[src/rtl/nibble_serial_add_ctrl_pkg.sv]
// Shared definitions for the nibble-serial adder controller.
//   NIB_W   : width of the shared adder slice (one nibble)
//   state_e : controller FSM state encoding
package nibble_serial_add_ctrl_pkg;

    localparam int unsigned NIB_W = 4;

    typedef enum logic [1:0] {
        StIdle = 2'd0,
        StRun  = 2'd1,
        StDone = 2'd2
    } state_e;

endpackage

[src/rtl/nibble_add_slice.sv]
// Purely combinational NIB_W-bit ripple-carry adder slice.
// Ports:
//   a, b : nibble operands
//   cin  : carry into bit 0
//   sum  : nibble sum
//   cout : carry out of the top bit
module nibble_add_slice
    import nibble_serial_add_ctrl_pkg::*;
(
    input  logic [NIB_W-1:0] a,
    input  logic [NIB_W-1:0] b,
    input  logic             cin,
    output logic [NIB_W-1:0] sum,
    output logic             cout
);

    logic [NIB_W:0] c;

    assign c[0] = cin;

    for (genvar i = 0; i < NIB_W; i++) begin : g_bit
        assign sum[i]   = a[i] ^ b[i] ^ c[i];
        assign c[i + 1] = (a[i] & b[i]) | (c[i] & (a[i] ^ b[i]));
    end

    assign cout = c[NIB_W];

endmodule

[src/rtl/nibble_serial_add_ctrl.sv]
// Nibble-serial adder sequencer: adds two WIDTH-bit operands through one shared
// NIB_W-bit adder slice, LSB nibble first, carry registered between nibbles.
// Optional feature macro: NIBBLE_SERIAL_ADD_SUB_EN (adds op_sub, A - B mode).
// Ports:
//   clk, rst_n               : clock, asynchronous active-low reset
//   start_valid/start_ready  : operation request handshake (accepted in IDLE)
//   op_a, op_b, carry_in     : operands and initial carry, sampled on accept
//   op_sub                   : (feature only) subtract, sampled on accept
//   res_valid/res_ready      : result handshake
//   res_sum, res_carry       : registered sum and final carry out
//   busy                     : high while running or holding a result
module nibble_serial_add_ctrl
    import nibble_serial_add_ctrl_pkg::*;
#(
    parameter int unsigned WIDTH = 16
) (
    input  logic             clk,
    input  logic             rst_n,
    input  logic             start_valid,
    output logic             start_ready,
    input  logic [WIDTH-1:0] op_a,
    input  logic [WIDTH-1:0] op_b,
    input  logic             carry_in,
`ifdef NIBBLE_SERIAL_ADD_SUB_EN
    input  logic             op_sub,
`endif
    output logic             res_valid,
    input  logic             res_ready,
    output logic [WIDTH-1:0] res_sum,
    output logic             res_carry,
    output logic             busy
);

    localparam int unsigned NIBBLES = WIDTH / NIB_W;
    localparam int unsigned CNT_W   = (NIBBLES > 1) ? $clog2(NIBBLES) : 1;
    localparam logic [CNT_W-1:0] LAST_CNT = CNT_W'(NIBBLES - 1);

    state_e           state_q, state_d;
    logic [CNT_W-1:0] cnt_q, cnt_d;
    logic [WIDTH-1:0] a_q, a_d;
    logic [WIDTH-1:0] b_q, b_d;
    logic             carry_q, carry_d;
    logic [WIDTH-1:0] sum_q, sum_d;
    logic             res_carry_q, res_carry_d;

    logic [NIB_W-1:0] a_nib, b_nib, slice_sum;
    logic             slice_cout;

    // Operand B and the initial carry are conditioned at accept time, so the
    // run loop is identical for add and subtract.
    logic [WIDTH-1:0] b_accept;
    logic             cin_accept;

`ifdef NIBBLE_SERIAL_ADD_SUB_EN
    assign b_accept   = op_sub ? ~op_b : op_b;
    assign cin_accept = op_sub ? 1'b1 : carry_in;
`else
    assign b_accept   = op_b;
    assign cin_accept = carry_in;
`endif

    // Select the current nibble of each operand.
    always_comb begin
        a_nib = '0;
        b_nib = '0;
        for (int i = 0; i < int'(NIBBLES); i++) begin
            if (cnt_q == CNT_W'(i)) begin
                a_nib = a_q[i*NIB_W +: NIB_W];
                b_nib = b_q[i*NIB_W +: NIB_W];
            end
        end
    end

    nibble_add_slice u_slice (
        .a    (a_nib),
        .b    (b_nib),
        .cin  (carry_q),
        .sum  (slice_sum),
        .cout (slice_cout)
    );

    always_comb begin
        state_d     = state_q;
        cnt_d       = cnt_q;
        a_d         = a_q;
        b_d         = b_q;
        carry_d     = carry_q;
        sum_d       = sum_q;
        res_carry_d = res_carry_q;

        unique case (state_q)
            StIdle: begin
                if (start_valid) begin
                    a_d     = op_a;
                    b_d     = b_accept;
                    carry_d = cin_accept;
                    sum_d   = '0;
                    cnt_d   = '0;
                    state_d = StRun;
                end
            end
            StRun: begin
                for (int i = 0; i < int'(NIBBLES); i++) begin
                    if (cnt_q == CNT_W'(i)) begin
                        sum_d[i*NIB_W +: NIB_W] = slice_sum;
                    end
                end
                carry_d = slice_cout;
                if (cnt_q == LAST_CNT) begin
                    res_carry_d = slice_cout;
                    cnt_d       = '0;
                    state_d     = StDone;
                end else begin
                    cnt_d = cnt_q + CNT_W'(1);
                end
            end
            StDone: begin
                if (res_ready) begin
                    state_d = StIdle;
                end
            end
            default: begin
                state_d = StIdle;
            end
        endcase
    end

    always_ff @(posedge clk or negedge rst_n) begin
        if (!rst_n) begin
            state_q     <= StIdle;
            cnt_q       <= '0;
            a_q         <= '0;
            b_q         <= '0;
            carry_q     <= 1'b0;
            sum_q       <= '0;
            res_carry_q <= 1'b0;
        end else begin
            state_q     <= state_d;
            cnt_q       <= cnt_d;
            a_q         <= a_d;
            b_q         <= b_d;
            carry_q     <= carry_d;
            sum_q       <= sum_d;
            res_carry_q <= res_carry_d;
        end
    end

    assign start_ready = (state_q == StIdle);
    assign res_valid   = (state_q == StDone);
    assign busy        = (state_q != StIdle);
    assign res_sum     = sum_q;
    assign res_carry   = res_carry_q;

endmodule
[config.mk]
export PLATFORM = sky130hd
export DESIGN_NAME = nibble_serial_add_ctrl
export DESIGN_NICKNAME = d
export VERILOG_FILES = /design/src/rtl/nibble_serial_add_ctrl_pkg.sv /design/src/rtl/nibble_add_slice.sv /design/src/rtl/nibble_serial_add_ctrl.sv
export SDC_FILE = /design/constraint.sdc
export NUM_CORES = 1
export LEC_CHECK = 0
export BUFFER_PORTS_ARGS = -buffer_cell sky130_fd_sc_hd__buf_2
export CORE_MARGIN = 4
export CORE_UTILIZATION = 45
export DETAILED_ROUTE_END_ITERATION = 7
export PLACE_DENSITY = 0.68
export SYNTH_ARGS = -nofsm -noshare
export SYNTH_HDL_FRONTEND = slang
export SYNTH_SLANG_ARGS = --single-unit
[constraint.sdc]
create_clock -name clk -period 3.4 [get_ports clk]
set_input_delay 0.68 -clock clk [delete_from_list [all_inputs] [get_ports clk]]
set_output_delay 0.68 -clock clk [all_outputs]
set_load 0.01 [all_outputs]
==> run_results.csv, run 1 <==
group,metric,value,unit
grt,grt_pass1_vias,1967,
detailed_routing,routed_wl,5540,um
synth,synth_cell_types,27,
grt,antenna_found_initial,0,
synth,synth_top_family_by_area,"multiplexers",
floorplan,die_y,85.1,um
timing,post-route-period-util,0.933,
synth,synthXorXnorAreaFrac,0,
power_and_ir_drop,power.density,1070,mW/mm^2
timing,slew_viol_final,0,
grt,track_usage,0.165,
synth,synth_area,0.00268,sq mm
clocking,cts.clk_slew.worst_paths,90,ps
power_and_ir_drop,leakage,1.47,nW
cells_and_area,multi_input_area,0.00123,sq mm
timing,worst_pin_slew,717,ps
synth,synth.most_common_cell,"dfrtp_1",
floorplan,placement_rows,27,
detailed_routing,dr.pass1.iters,4,
clocking,cts_tree,"yes",
floorplan,ioPinCount,57,
synth,ys.flop_type,"dfrtp_1",
power_and_ir_drop,power,3.31,mW
placement,dp_hpwl,4200,um
synth,synth_nets,269,
detailed_routing,vias,1854,
synth,synthAdderAreaFrac,0.0486,
synth,synth-seq-cells,54,
cells_and_area,area_growth,16.2,%
critical_path,cp.required,3630,ps
synth,synthTopCellsByArea,"dfrtp_1 51%, mux2_4 17%, nand2_1 7.0%, o211ai_1 3.9%, fa_1 3.0%",
detailed_routing,drc,0,
timing,finalClockSkew,4.30,ps
critical_path,worstPathCellList,"ha_1, nand2b_2, o22ai_1, a31oi_1, fa_1, inv_1, fa_1, inv_1, fa_1, fa_1, nand2b_1, o211ai_1",
clocking,clockBufferDepth,2,
synth,yosysTopAreaCell,"dfrtp_1",
timing,fmax,315,MHz
detailed_routing,route.antenna.remaining_nets,0,
timing,hold_viol,0,
synth,syn_avg_cell_area,11.9,sq um
detailed_routing,wl_per_cell,15.7,um
synth,seq_area_frac_synth,0.505,
synth,synth_common_cells,"54 x dfrtp_1, 50 x nand2_1, 30 x mux2_4, 14 x o211ai_1",
critical_path,critPathKind,"flop to flop",
timing,fin_ws,226,ps
timing,rsz0062_at_grt,"no",
synth,synthCells,224,
detailed_routing,drt_iter0_drc,101,
clocking,cts_inserted_buffers,5,
clocking,clock-sinks,54,
clocking,clk_latency,300,ps
critical_path,cp-end-kind,"flop",
clocking,ctsHoldBuffers,0,
timing,slew_headroom,0.522,
placement,place_ws,195,ps
synth,synth_warnings,0,
grt,grt_pass1_wl,9670,um
synth,synth-simple-area-share,0.122,
flow_run,maxCapViolCount,0,
cells_and_area,seqCellArea,0.00135,sq mm
clocking,h-tree-depth,2,
critical_path,cp.arrival,3400,ps
status,outcome,"completed",
clocking,cts_root_buffer,"clkbuf_8",
cells_and_area,nets,325,
synth,synth_mux_area_frac,0.181,
critical_path,cp_max_fo,8,
placement,io_buffers,56,
synth,synth_compound_area_frac,0.105,
synth,synth_edf_count,0,
detailed_routing,viasPerCell,5.25,
floorplan,start_util,0.474,
floorplan,die_area,0.00724,sq mm
cells_and_area,nFillCells,488,
grt,grt_start_max_net_pins,33,
synth,async_flop_share,1.00,
critical_path,crit_path_frequent_cell,"fa_1",
timing,tns,0,ps
placement,gp_congestion,0.795,
critical_path,crit_path_top_delay_cell,"fa_1",
timing,post-route-min-period,3170,ps
worst_hold_path,hp-class,"input pin to async pin",
floorplan,die_w,85.1,um
cells_and_area,antenna_cells,0,
grt,grt-ovfl-total,0,
power_and_ir_drop,ir_drop,0.539,mV
cells_and_area,drive_gt1_frac,0.367,
floorplan,core_area,0.00564,sq mm
critical_path,cp-start-kind,"flop",
timing,setup_viol,0,
clocking,post_cts_buffers,0,
synth,yosys.area.top_type_share,0.505,
critical_path,max_stage_delay,490,ps
cells in the final DEF, fill, tap and decap left out, drive strengths merged:
cell type / n
mux2: 33
clkbuf: 7
ha: 4
nand2b: 4
nor2: 4
o311ai: 3
buf: 59
o21bai: 1
nor2b: 5
o211ai: 14
o31ai: 2
inv: 8
dfrtp: 54
a21oi: 2
a31oi: 6
nand3b: 6
bufinv: 1
and2: 1
fa: 4
nand3: 1
o22ai: 8
nand2: 50
o221ai: 2
or3: 1
a22o: 1
area by class of cell:
type / instances / area share
flip-flops and latches: 54 / 0.435
multi-input cells: 152 / 0.395
repair buffers: 59 / 0.0974
well taps: 72 / 0.0290
clock buffers: 7 / 0.0246
clock inverters: 1 / 0.00966
inverters: 8 / 0.00966
metal layers:
layer	wire, um	part of all wire	vias up	global-route usage
met2	2560	0.46	56	0.258
met1	2580	0.46	885	0.231
met3	326	0.059	10	0.0340
li1	-	-	903	-
met4	77	0.014	0	0.0475
met5	0	0	-	0
power by group:
part | total (mW) | switching [mW] | internal (mW)
sequential | 1.18 | 0.239 | 0.943
clock | 0.422 | 0.201 | 0.221
combinational | 1.71 | 0.891 | 0.815
final timing paths:
| check | startpoint | end | slack [ps] | depth (start not counted) |
|---|---|---|---|---|
| max | cnt_q[0] | res_sum[11] | 230 | 12 |
| min | rst_n | res_sum[1] | 380 | 1 |
| max reg2reg | cnt_q[0] | res_sum[11] | 230 | 12 |
| min reg2reg | res_sum[1] | res_sum[1] | 510 | 2 |
| max in group asynchronous | rst_n | a_q[4] | 2240 | 2 |
| min in group clk | res_sum[1] | res_sum[1] | 510 | 2 |
cell families (layout without fill, tap and decap cells):
| logic type | count (synthesis) | in the layout |
|---|---|---|
| AO/OA/AOI/OAI | 39 | 39 |
| adder cells (fa/ha/maj) | 8 | 8 |
| buffers and inverters | 18 | 75 |
| flip-flops | 54 | 54 |
| multiplexers | 33 | 33 |
| AND/OR/NAND/NOR | 72 | 72 |
state kept, by name, indices dropped and copies added (netlist names):
signal and flops:
cnt_q 2, a_q 16, b_q 16, carry_q 1
state_q 2, res_sum 16, res_carry 1
what timing repair did:
action,CTS,global route
gates resized for setup,0,2
hold endpoints to repair,0,0
endpoints found under the setup margin,0,4
through the flow:
stage	area (sq um)	cells	utilization	hold slack, ps
final	3110	353	0.551	384
after detailed placement	3000	345	0.531	496
after global routing	3110	353	0.551	422
after global placement	3000	345	0.531	485
after floorplan	2680	224	-	384
after CTS	3100	353	0.550	393
worst max-delay path, delay by kind of cell (launching register included):
kind | cells | cell delay (ps)
and+or+nand+nor | 2 | 390
adders and majority gates | 5 | 1740
buffers and inverters | 2 | 130
DFF | 1 | 440
AOI/OAI and AO/OA | 3 | 410
Note: power is estimated with default switching activity, not from simulation.
==> inputs of run 2 (changes only) <==
--- a/config.mk
+++ b/config.mk
@@ -6,10 +6,10 @@
 export NUM_CORES = 1
 export LEC_CHECK = 0
 export BUFFER_PORTS_ARGS = -buffer_cell sky130_fd_sc_hd__buf_2
-export CORE_MARGIN = 4
+export CORE_MARGIN = 8
 export CORE_UTILIZATION = 45
 export DETAILED_ROUTE_END_ITERATION = 7
-export PLACE_DENSITY = 0.68
+export PLACE_DENSITY = 0.76
 export SYNTH_ARGS = -nofsm -noshare
 export SYNTH_HDL_FRONTEND = slang
 export SYNTH_SLANG_ARGS = --single-unit
==> run 2 against run 1 <==
Via count grew 3.3%. Die area grew 20%. Register-to-register slack is essentially flat. Critical endpoint is now res_sum[7]. Cell area shrank 0.40%. Cell count grew 0.85%. Clock-buffer cell count shrank 2. Sequential share of layout area grew 0.18 points. Global-route usage shrank 2.1 points. Critical path type unchanged. Clock power shrank 14%. Maximum frequency is essentially flat. Largest power group unchanged. Clock skew grew 5.7 ps. Core utilization shrank 2.2 points.
==> run_results.csv, run 2 (synthesized netlist as in run 1, its figures left out) <==
group,metric,value,unit
floorplan,die_w,93.1,um
clocking,clockBufferDepth,2,
cells_and_area,drive_gt1_frac,0.374,
critical_path,cp.arrival,3400,ps
grt,grt-ovfl-total,0,
critical_path,critPathKind,"flop to flop",
power_and_ir_drop,power.density,1070,mW/mm^2
clocking,cts_root_buffer,"clkbuf_8",
timing,post-route-period-util,0.933,
critical_path,cp.required,3630,ps
detailed_routing,routed_wl,6090,um
worst_hold_path,hp-class,"input pin to async pin",
power_and_ir_drop,leakage,1.46,nW
grt,grt_pass1_wl,10000,um
detailed_routing,dr.pass1.iters,4,
placement,post-place-cells,348,
timing,tns,0,ps
clocking,cts_resized,0,
grt,grt_use_met2,0.231,
placement,place_ws,169,ps
clocking,h-tree-depth,2,
floorplan,die_y,93.1,um
timing,finalClockSkew,10.0,ps
cells_and_area,finalNonFillerCells,356,
detailed_routing,viasPerCell,5.38,
cells_and_area,nets,325,
clocking,cts_inserted_buffers,5,
clocking,cts.clk_slew.worst_paths,100,ps
flow_run,maxCapViolCount,0,
floorplan,placement_rows,28,
grt,met3_usage,0.0417,
power_and_ir_drop,power,3.31,mW
critical_path,cp-start-kind,"flop",
timing,fin_ws,227,ps
clocking,cts_tree,"yes",
grt,grt.met1_usage,0.184,
clocking,clk_latency,310,ps
timing,rsz0062_at_grt,"no",
status,outcome,"completed",
detailed_routing,drc,0,
cells_and_area,mostFrequentLayoutCells,"56 x buf_2, 54 x dfrtp_1, 50 x nand2_1",
timing,post-route-min-period,3170,ps
clocking,post_cts_buffers,0,
cells_and_area,antenna_cells,0,
cells_and_area,nFillCells,515,
clocking,ctsHoldBuffers,0,
detailed_routing,wl_per_cell,17.1,um
cells_and_area,final_common_cell,"buf_2",
grt,grt_start_max_net_pins,33,
timing,fmax,315,MHz
grt,track_usage,0.144,
critical_path,cp-end-kind,"flop",
timing,slew_viol_final,0,
grt,top_usage_layer,"met2",
detailed_routing,drt_iter0_drc,46,
timing,slew_headroom,0.502,
critical_path,cp_max_fo,8,
cells_and_area,area_growth,15.7,%
timing,hold_viol,0,
timing,worst_pin_slew,746,ps
floorplan,start_util,0.457,
placement,dp_hpwl,4620,um
grt,grt_pass1_vias,2024,
detailed_routing,vias,1916,
floorplan,ioPinCount,57,
clocking,clock-sinks,54,
placement,io_buffers,56,
power_and_ir_drop,ir_drop,0.453,mV
timing,setup_viol,0,
placement,gp_congestion,0.862,
detailed_routing,route.antenna.remaining_nets,0,
floorplan,core_area,0.00585,sq mm
floorplan,die_area,0.00867,sq mm
grt,antenna_found_initial,0,
[run 2: final cells by class]
type / count / area, sq um / area share
multi-input combinational: 152 / 1230 / 0.397
sequential: 54 / 1350 / 0.437
clock inverter: 3 / 21.3 / 0.00687
timing repair buffer: 59 / 303 / 0.0978
tap: 75 / 93.8 / 0.0303
clock buffer: 5 / 68.8 / 0.0222
inverter: 8 / 30.0 / 0.00970
[run 2: path summary, 6_finish.rpt]
check	cells after the start	end	from	slack [ps]
worst max-delay path	13	res_sum[7]	cnt_q[0]	230
worst min-delay path	1	state_q[1]	rst_n	370
worst max register to register	13	res_sum[7]	cnt_q[0]	230
worst min register to register	1	b_q[1]	b_q[1]	520
max in group asynchronous	2	b_q[9]	rst_n	2240
min in group clk	1	b_q[1]	b_q[1]	520
[run 2: worst max-delay path, stage by stage, from the launching register on]
cell	delay [ps]
dfrtp_1	440
inv_1	100
ha_1	250
nand2b_2	160
o22ai_1	180
a31oi_1	80
fa_1	400
inv_1	80
fa_1	160
inv_1	50
fa_1	400
fa_1	490
nand2b_1	110
o211ai_1	200
[run 2: through the flow]
stage / hold slack, ps / util / cell area (sq um)
2_1_floorplan: 384 / - / 2680
3_3_place_gp: 497 / 0.513 / 3000
3_5_place_dp: 498 / 0.513 / 3000
4_1_cts: 394 / 0.528 / 3090
5_1_grt: 419 / 0.529 / 3100
6_report: 374 / 0.529 / 3100
[run 2: power by group]
group	switching, mW	internal, mW
Combinational	0.941	0.817
Clock	0.218	0.145
Sequential	0.241	0.943
[run 2: metal layers]
metal,vias to the layer above,share of wire
met5,-,0
met4,0,0.012
met3,8,0.064
met2,60,0.47
met1,949,0.45
li1,899,-
==> inputs of run 3 (changes only) <==
--- a/config.mk
+++ b/config.mk
@@ -10,6 +10,7 @@
 export CORE_UTILIZATION = 45
 export DETAILED_ROUTE_END_ITERATION = 7
 export PLACE_DENSITY = 0.76
+export RECOVER_POWER = 100
 export SYNTH_ARGS = -nofsm -noshare
 export SYNTH_HDL_FRONTEND = slang
 export SYNTH_SLANG_ARGS = --single-unit
==> run 3 against run 2 <==
The run now ends with capacitance limit, slew limit left. Die area did not move. Combinational power fell by 10%. Global-route usage did not move. Worst hold slack improved by 130 ps. Setup slack got worse by 15 ps. Critical path depth did not move. Sequential power barely moved. Cell count did not move. Non-clock buffer count did not move. Sequential cell count did not move. Cell area fell by 4.5%. Clock-buffer cell count did not move.
==> run_results.csv, run 3 (synthesized netlist as in run 1, its figures left out) <==
group,metric,value,unit
placement,post-place-cells,348,
power_and_ir_drop,power.density,1050,mW/mm^2
critical_path,ff2ff_path_depth,13,
grt,antenna_found_initial,0,
cells_and_area,finalInstanceArea,0.00296,sq mm
power_and_ir_drop,power,3.11,mW
floorplan,die_area,0.00867,sq mm
detailed_routing,drt_iter0_drc,54,
clocking,h-tree-depth,2,
clocking,clockBufferDepth,2,
status,outcome,"finished, violations left",
clocking,cts_inserted_buffers,5,
critical_path,cp.arrival,3420,ps
placement,gp_congestion,0.862,
timing,fmax,314,MHz
worst_hold_path,whs_path_depth,1,
detailed_routing,vias,1901,
placement,io_buffers,56,
floorplan,placement_rows,28,
clocking,clock-sinks,54,
clocking,cts_root_buffer,"clkbuf_8",
power_and_ir_drop,ir_drop,0.450,mV
grt,grt-ovfl-total,0,
cells_and_area,antenna_cells,0,
cells_and_area,final_core_util,0.505,
placement,placed_area,0.00300,sq mm
grt,grt_pass1_wl,10000,um
timing,worst_pin_slew,2140,ps
cells_and_area,nets,325,
critical_path,cp.required,3630,ps
timing,finalClockSkew,7.23,ps
cells_and_area,mostFrequentLayoutCells,"54 x dfrtp_1, 50 x nand2_1, 35 x buf_2",
critical_path,crit_path_frequent_cell,"fa_1",
placement,dp_hpwl,4620,um
worst_hold_path,hp-class,"flop to flop",
clocking,cts.clk_slew.worst_paths,100,ps
floorplan,die_y,93.1,um
timing,slew_headroom,-0.426,
floorplan,ioPinCount,57,
cells_and_area,drive_gt1_frac,0.189,
critical_path,r2r-end,"res_sum[7]",
clocking,post_cts_buffers,0,
critical_path,ff2ff_setup_slack,210,ps
timing,post-route-period-util,0.937,
timing,post-route-min-period,3190,ps
critical_path,crit_buf_inv,3,
critical_path,cp-start-kind,"flop",
flow_run,maxCapViolCount,1,
grt,track_usage,0.144,
status,violations,"capacitance limit, slew limit",
critical_path,cp-end-kind,"flop",
detailed_routing,wl_per_cell,17.0,um
critical_path,worstPathCellList,"inv_1, ha_1, nand2b_2, o22ai_1, a31oi_1, fa_1, inv_1, fa_1, inv_1, fa_1, fa_1, nand2b_1, o211ai_1",
worst_hold_path,min_to,"b_q[1]",
cells_and_area,finalNonFillerCells,356,
grt,grt_start_max_net_pins,33,
power_and_ir_drop,leakage,1.28,nW
floorplan,die_w,93.1,um
cells_and_area,nFillCells,563,
critical_path,reg2reg_from,"cnt_q[0]",
critical_path,crit_family,"adder cells",
cells_and_area,area_growth,10.5,%
timing,hold_viol,0,
detailed_routing,dr.pass1.iters,4,
grt,grt_pass1_vias,2024,
detailed_routing,routed_wl,6060,um
detailed_routing,viasPerCell,5.34,
timing,setup_viol,0,
cells_and_area,final_common_cell,"dfrtp_1",
critical_path,critPathKind,"flop to flop",
worst_hold_path,min_from,"b_q[1]",
detailed_routing,drc,0,
timing,tns,0,ps
critical_path,max_stage_delay,490,ps
critical_path,cp_max_fo,8,
timing,slew_viol_final,33,
clocking,cts_tree,"yes",
floorplan,start_util,0.457,
timing,rsz0062_at_grt,"no",
floorplan,core_area,0.00585,sq mm
clocking,clk_latency,310,ps
detailed_routing,route.antenna.remaining_nets,0,
critical_path,crit_path_top_delay_cell,"fa_1",
## run 3: cell types whose count changed in the layout (fill, tap and decap cells not counted), moves of 21 or more
cell / change
mux2_4: -27
clkbuf_1: +22
buf_2: -21
mux2_1: +27
## run 3: layout make-up
class | count | area (sq um) | area share
Tap cell | 75 | 93.8 | 0.0318
Inverter | 8 | 30.0 | 0.0102
Sequential cell | 54 | 1350 | 0.457
Multi-Input combinational cell | 152 | 1120 | 0.378
Timing Repair Buffer | 59 | 273 | 0.0923
Clock inverter | 3 | 21.3 | 0.00720
Clock buffer | 5 | 68.8 | 0.0233
## run 3: what timing repair did
action | 4_1_cts | 5_1_grt
gates resized for setup | 0 | 2
endpoints found under the setup margin | 0 | 4
hold buffers | 0 | 0
## run 3: how the worst max path moves through the flow
stage | endpoint | from | slack, ps | cells past startpoint
4_1_cts | res_sum[7] | cnt_q[0] | 90 | 12
3_3_place_gp | res_sum[3] | cnt_q[0] | 320 | 12
5_1_grt | res_sum[7] | cnt_q[0] | 4 | 13
6_report | res_sum[7] | cnt_q[0] | 210 | 13
2_1_floorplan | res_sum[11] | cnt_q[0] | 410 | 13
3_5_place_dp | res_sum[15] | cnt_q[0] | 170 | 12
## run 3: through the flow
step	setup WS (ps)	hold WS [ps]
6_report	213	503
5_1_grt	4.35	514
4_1_cts	90.0	394
3_5_place_dp	169	498
3_3_place_gp	320	497
2_1_floorplan	409	384
## run 3: power by group
part           internal (mW)  switching, mW
Sequential             0.942          0.230
Clock                  0.145          0.213
Combinational          0.643          0.933
## run 3: worst reg2reg max path, stage by stage (launching register included)
cell	delay, ps
dfrtp_1	440
inv_1	100
ha_1	250
nand2b_2	160
o22ai_1	190
a31oi_1	90
fa_1	400
inv_1	80
fa_1	160
inv_1	50
fa_1	400
fa_1	490
nand2b_1	110
o211ai_1	200
## run 3: layer usage
layer	share of wire	vias to the layer above	GRT usage
met3	0.062	7	0.0417
met5	0	-	0
li1	-	898	-
met2	0.47	55	0.231
met1	0.46	941	0.184
met4	0.011	0	0.0403
